--- config.mk ---
export PLATFORM = sky130hd
export DESIGN_NAME = matrix_calc_core
export DESIGN_NICKNAME = d
export VERILOG_FILES = /design/src/rtl/matrix_calc_core.sv
export SDC_FILE = /design/constraint.sdc
export NUM_CORES = 2
export LEC_CHECK = 0
export BUFFER_PORTS_ARGS = -buffer_cell sky130_fd_sc_hd__buf_2
export CORE_ASPECT_RATIO = 0.5
export CORE_MARGIN = 5
export CORE_UTILIZATION = 60
export CTS_CLUSTER_SIZE = 25
export DETAILED_ROUTE_END_ITERATION = 10
export PLACE_DENSITY_LB_ADDON = 0.05
export REMOVE_ABC_BUFFERS = 1
export SLEW_MARGIN = 10
export SYNTH_ARGS = -nofsm -noshare
export SYNTH_HDL_FRONTEND = slang
export SYNTH_SLANG_ARGS = --single-unit
--- constraint.sdc ---
create_clock -name clk -period 9.15 [get_ports clk]
set_input_delay 0.915 -clock clk [delete_from_list [all_inputs] [get_ports clk]]
set_output_delay 0.915 -clock clk [all_outputs]
set_load 0.02 [all_outputs]
--- src/rtl/matrix_calc_core.sv ---
// Matrix arithmetic engine: transpose, add, scalar and matrix multiply
// over a shared single-port storage, one element read per two cycles.
module matrix_calc_core #(
    parameter int DW   = 32,
    parameter int AW   = 8,
    parameter int DIMW = 3
) (
    input  logic            clk,
    input  logic            rst_n,
    input  logic            i_start_calc,
    input  logic [2:0]      i_op_code,
    input  logic [AW-1:0]   i_op1_addr,
    input  logic [DIMW-1:0] i_op1_m,
    input  logic [DIMW-1:0] i_op1_n,
    input  logic [AW-1:0]   i_op2_addr,
    input  logic [DIMW-1:0] i_op2_m,
    input  logic [DIMW-1:0] i_op2_n,
    input  logic [DW-1:0]   i_scalar,
    input  logic [AW-1:0]   i_res_addr,
    input  logic [DW-1:0]   i_storage_rdata,
    output logic [AW-1:0]   o_calc_req_addr,
    output logic            o_calc_we,
    output logic [AW-1:0]   o_calc_waddr,
    output logic [DW-1:0]   o_calc_wdata,
    output logic [DIMW-1:0] o_res_m,
    output logic [DIMW-1:0] o_res_n,
    output logic            o_calc_err,
    output logic            o_calc_done
);

    localparam logic [2:0] OP_TR  = 3'd0;
    localparam logic [2:0] OP_ADD = 3'd1;
    localparam logic [2:0] OP_SC  = 3'd2;
    localparam logic [2:0] OP_MM  = 3'd3;
    localparam logic [DIMW-1:0] ONE = DIMW'(1);

    typedef enum logic [3:0] {
        IDLE, CHECK, RD1, CAP1, RD2, CAP2, ACC, WR, DONE, HOLD
    } state_t;

    state_t state, state_nx;

    logic                   start_q;
    logic [2:0]             op;
    logic [AW-1:0]          a1, a2, ra;
    logic [DIMW-1:0]        m1, n1, m2, n2;
    logic [DIMW-1:0]        i, j, k;
    logic signed [DW-1:0]   scal, opa, opb, acc;
    logic [DIMW-1:0]        res_m, res_n;
    logic                   err;

    logic                   ok;
    logic                   rise;
    logic                   busy;
    logic                   last_k;
    logic                   last_el;
    logic [DIMW-1:0]        rm_c, rn_c;
    logic [AW-1:0]          addr1, addr2, waddr;

    // base + row*cols + col, wrapping modulo 2^AW
    function automatic logic [AW-1:0] elem(
        input logic [AW-1:0]   b,
        input logic [DIMW-1:0] r,
        input logic [DIMW-1:0] c,
        input logic [DIMW-1:0] cols
    );
        logic [AW-1:0] rr, cc, nn;
        rr = AW'(r);
        cc = AW'(c);
        nn = AW'(cols);
        return b + rr * nn + cc;
    endfunction

    always_comb begin
        ok = !op[2] && (m1 != '0) && (n1 != '0);
        if (op == OP_ADD) ok = ok && (m1 == m2) && (n1 == n2);
        if (op == OP_MM)  ok = ok && (n1 == m2) && (n2 != '0);
        rm_c = m1;
        rn_c = n1;
        if (op == OP_TR) begin
            rm_c = n1;
            rn_c = m1;
        end
        if (op == OP_MM) rn_c = n2;
    end

    assign rise    = i_start_calc && !start_q;
    assign busy    = (state != IDLE) && (state != DONE) && (state != HOLD);
    assign last_k  = (k == n1 - ONE);
    assign last_el = (i == res_m - ONE) && (j == res_n - ONE);

    always_comb begin
        addr1 = elem(a1, i, (op == OP_MM) ? k : j, n1);
        if (op == OP_TR) addr1 = elem(a1, j, i, n1);
        addr2 = elem(a2, (op == OP_MM) ? k : i, j, n2);
        waddr = elem(ra, i, j, res_n);
    end

    always_comb begin
        state_nx = state;
        unique case (state)
            IDLE:  if (rise) state_nx = CHECK;
            CHECK: state_nx = ok ? RD1 : DONE;
            RD1:   state_nx = CAP1;
            CAP1:  state_nx = (op == OP_ADD || op == OP_MM) ? RD2 : ACC;
            RD2:   state_nx = CAP2;
            CAP2:  state_nx = ACC;
            ACC:   state_nx = (op == OP_MM && !last_k) ? RD1 : WR;
            WR:    state_nx = last_el ? DONE : RD1;
            DONE:  state_nx = HOLD;
            HOLD:  if (!i_start_calc) state_nx = IDLE;
            default: state_nx = IDLE;
        endcase
        // a dropped request abandons the operation
        if (busy && !i_start_calc) state_nx = IDLE;
    end

    always_comb begin
        o_calc_req_addr = '0;
        if (state == RD1) o_calc_req_addr = addr1;
        if (state == RD2) o_calc_req_addr = addr2;
        o_calc_we    = (state == WR);
        o_calc_waddr = (state == WR) ? waddr : '0;
        o_calc_wdata = (state == WR) ? acc : '0;
        o_calc_done  = (state == DONE);
        o_res_m      = res_m;
        o_res_n      = res_n;
        o_calc_err   = err;
    end

    always_ff @(posedge clk or negedge rst_n) begin
        if (!rst_n) begin
            state   <= IDLE;
            start_q <= 1'b0;
            op      <= '0;
            a1      <= '0;
            a2      <= '0;
            ra      <= '0;
            m1      <= '0;
            n1      <= '0;
            m2      <= '0;
            n2      <= '0;
            scal    <= '0;
            i       <= '0;
            j       <= '0;
            k       <= '0;
            opa     <= '0;
            opb     <= '0;
            acc     <= '0;
            res_m   <= '0;
            res_n   <= '0;
            err     <= 1'b0;
        end else begin
            state   <= state_nx;
            start_q <= i_start_calc;
            unique case (state)
                IDLE: if (rise) begin
                    op    <= i_op_code;
                    a1    <= i_op1_addr;
                    a2    <= i_op2_addr;
                    ra    <= i_res_addr;
                    m1    <= i_op1_m;
                    n1    <= i_op1_n;
                    m2    <= i_op2_m;
                    n2    <= i_op2_n;
                    scal  <= i_scalar;
                    err   <= 1'b0;
                    res_m <= '0;
                    res_n <= '0;
                end
                CHECK: begin
                    err   <= !ok;
                    res_m <= ok ? rm_c : '0;
                    res_n <= ok ? rn_c : '0;
                    i     <= '0;
                    j     <= '0;
                    k     <= '0;
                    acc   <= '0;
                end
                CAP1: opa <= i_storage_rdata;
                CAP2: opb <= i_storage_rdata;
                ACC: begin
                    unique case (1'b1)
                        op == OP_TR:  acc <= opa;
                        op == OP_ADD: acc <= opa + opb;
                        op == OP_SC:  acc <= opa * scal;
                        default:      acc <= acc + opa * opb;
                    endcase
                    if (op == OP_MM && !last_k) k <= k + ONE;
                end
                WR: begin
                    k   <= '0;
                    acc <= '0;
                    if (j == res_n - ONE) begin
                        j <= '0;
                        i <= i + ONE;
                    end else begin
                        j <= j + ONE;
                    end
                end
                default: ;
            endcase
        end
    end

endmodule

==> impl_metrics.py <==
metrics = {
    "die": {
        "rows": 71,
        "core_um2": 75100,
        "start_util_pct": 60.5,
        "die_width_um": 399,
        "io_pins": 163,
        "die_area_um2": 81600,
        "die_h_um": 204,
    },
    "sta": {
        "rsz0062_at_grt": "no",
        "hold_viol_final": 0,
        "layout_setup_ws_ns": 0.648,
        "fin_crit_ns": 8.50,
        "finalMaxSlewViolations": 0,
        "skew_ns": 0.0239,
        "max_freq_ghz": 0.118,
        "tns_ns": 0,
        "worst_pin_slew_ns": 1.32,
        "slew_headroom_pct": 11.9,
        "fin_crit_sh_pct": 92.9,
        "setup_viol": 0,
    },
    "setup_path": {
        "startpoint_type": "register",
        "r2r-end": "acc[31]",
        "ff2ff_path_depth": 20,
        "cp.required_ns": 9.61,
        "crit_type": "reg2reg",
        "critPathArrivalTime_ns": 8.96,
        "crit_fanout": 17,
        "endpoint_kind": "register",
        "r2r_slack_ns": 0.65,
        "timing.rr.start": "opa[16]",
    },
    "cts": {
        "clockBufferDepth": 2,
        "clkTransAtPathRegs_ns": 0.11,
        "post_cts_buffers": 0,
        "cts_tree": "yes",
        "cts_resized": 0,
        "cts_sinks": 188,
        "insertion_delay_ns": 0.53,
        "cts-htree-levels": 4,
        "ctsHoldBuffers": 0,
        "cts_made_buffers": 17,
        "cts-root-buf": "clkbuf_16",
    },
    "layout": {
        "mostFrequentLayoutCells": "1017 x inv_1, 875 x fa_1, 664 x nand2_1",
        "fin_util_pct": 63.7,
        "syn_to_final_growth_pct": 5.40,
        "layout_commonest_cell": "inv_1",
        "nets": 6342,
        "num_antenna_cells": 0,
        "drive_above_1_share_pct": 9.08,
        "finalNonFillerCells": 6001,
    },
    "place": {
        "pre_cts_ws_ns": 0.891,
        "dp_cells": 5969,
        "gp_congestion": 1.00,
        "io_buffer_count": 162,
        "hpwlAfterDp_um": 112000,
    },
    "detailed_routing": {
        "wl_um": 140000,
        "drt_iter0_markers": 2718,
        "wire_per_inst_um": 23.3,
        "drt-pass1-iter-count": 5,
        "dr_total_vias": 34443,
        "antenna_left": 0,
        "avgViaCountPerCell": 5.74,
        "drc": 0,
    },
    "synthesis": {
        "asyncSetResetFlopFracSynth_pct": 100,
        "synth_enable_flop_cells": 0,
        "ys_ff_latch": 188,
        "yosysWarnings": 0,
        "synth_area_leaders": "fa_1 39%, ha_1 11%, dfrtp_1 10%, inv_1 8.4%, and2_1 7.0%",
        "netlist_area_um2": 45400,
        "synthDistinctLibCells": 80,
        "avgSynthCellArea_um2": 9.15,
        "yosysTopAreaCell": "fa_1",
        "netlist.area_leader.share_pct": 38.6,
        "ys_seq_area_share_pct": 10.4,
        "syn-instance-count": 4962,
        "synthFlopType": "dfrtp_1",
    },
    "global_route": {
        "grt_pass1_vias": 37188,
        "track_usage_pct": 35.8,
        "grt_max_degree": 141,
        "gr-total-overflow": 0,
        "antenna_found_initial": 9,
        "grt_pass1_wl_um": 219000,
    },
    "outcome": {
        "status": "complete, no violations",
    },
    "job": {
        "drv_cap": 0,
    },
    "hold_path": {
        "hp-class": "in2async",
    },
}
[layout make-up]
cell class	instances	area (µm²)
multi-input cells	3489	35800
fillers	6488	27200
flip-flops and latches	188	4720
inverters	1017	3820
repair buffers	253	1570
well taps	1022	1280
clock buffers	17	425
clock inverters	15	191
[layer usage]
metal	part of all wire (%)	global-route usage, %
met3	12	11.7
met2	43	54.5
met4	2.9	10.1
met1	42	49.5
met5	0.037	0
[how the worst max path moves through the flow]
stage	end	cells past startpoint	start
floorplan	acc[31]	23	opa[11]
global placement	acc[31]	21	opa[9]
detailed placement	acc[31]	21	opa[9]
CTS	acc[31]	21	opa[9]
global route	acc[31]	23	opa[9]
finish	acc[31]	20	opa[16]
[cell usage after synthesis (4+ instances only)]
cell type / number
nand4_1: 13
clkbuf_1: 244
nor3_1: 22
nor2b_1: 16
nand3_1: 33
a211o_1: 6
o2111ai_1: 5
buf_2: 9
o21a_1: 11
a21oi_1: 118
a21o_1: 48
o211ai_1: 8
o21ai_0: 72
o31ai_1: 5
mux2_2: 136
mux2i_1: 19
a211oi_1: 14
a22o_1: 5
a31oi_1: 11
o221ai_1: 7
o21ai_1: 14
and2_1: 508
or3_1: 4
and3_1: 12
fa_1: 875
o22ai_1: 14
a221oi_1: 9
o21bai_1: 13
xor2_1: 67
nand2b_1: 14
ha_1: 395
dfrtp_1: 188
inv_1: 1017
o311ai_1: 4
nor2_1: 111
a22oi_1: 10
nand2_1: 664
xnor2_1: 165
buf_1: 12
[registers in the layout, summed over array words and instances, names as in the netlist]
name,cells
a1,8
scal,32
ra,8
start_q,1
op,3
acc,32
m1,3
n1,3
o_calc_err,1
m2,3
i,3
opa,32
n2,3
opb,32
o_res_n,3
j,3
o_res_m,3
state,4
k,3
a2,8
[logic make-up after synthesis]
group,after synthesis,synth area share [%]
adder cells (fa/ha/maj),1270,49.5
flip-flops,188,10.4
buffers and inverters,1285,10.7
XOR/XNOR,235,4.59
AO/OA/AOI/OAI,411,5.86
AND/OR/NAND/NOR,1418,15.2
multiplexers,155,3.79
[critical path, cell delays in order (launching register included)]
cell and delay [ns]:
dfrtp_1 0.97, buf_4 0.33, nand2_1 0.10, fa_1 0.56
fa_1 0.52, fa_1 0.57, fa_1 0.45, fa_1 0.55
inv_1 0.06, fa_1 0.56, fa_1 0.46, fa_1 0.51
ha_1 0.41, nand3_1 0.11, nor2_1 0.14, o311ai_1 0.19
a41oi_1 0.42, nand2_1 0.12, or4_1 0.52, a21oi_1 0.59
o32a_1 0.28
[metrics by stage]
step,cell area (µm²),hold slack (ns)
final,47800,0.324
after global routing,47800,0.344
after CTS,47800,0.306
after detailed placement,47200,0.463
after global placement,47200,0.458
after floorplan,44300,0.439
Power is not shown: default switching activity piles up to over one toggle a cycle in this logic, so the estimate is an artifact.
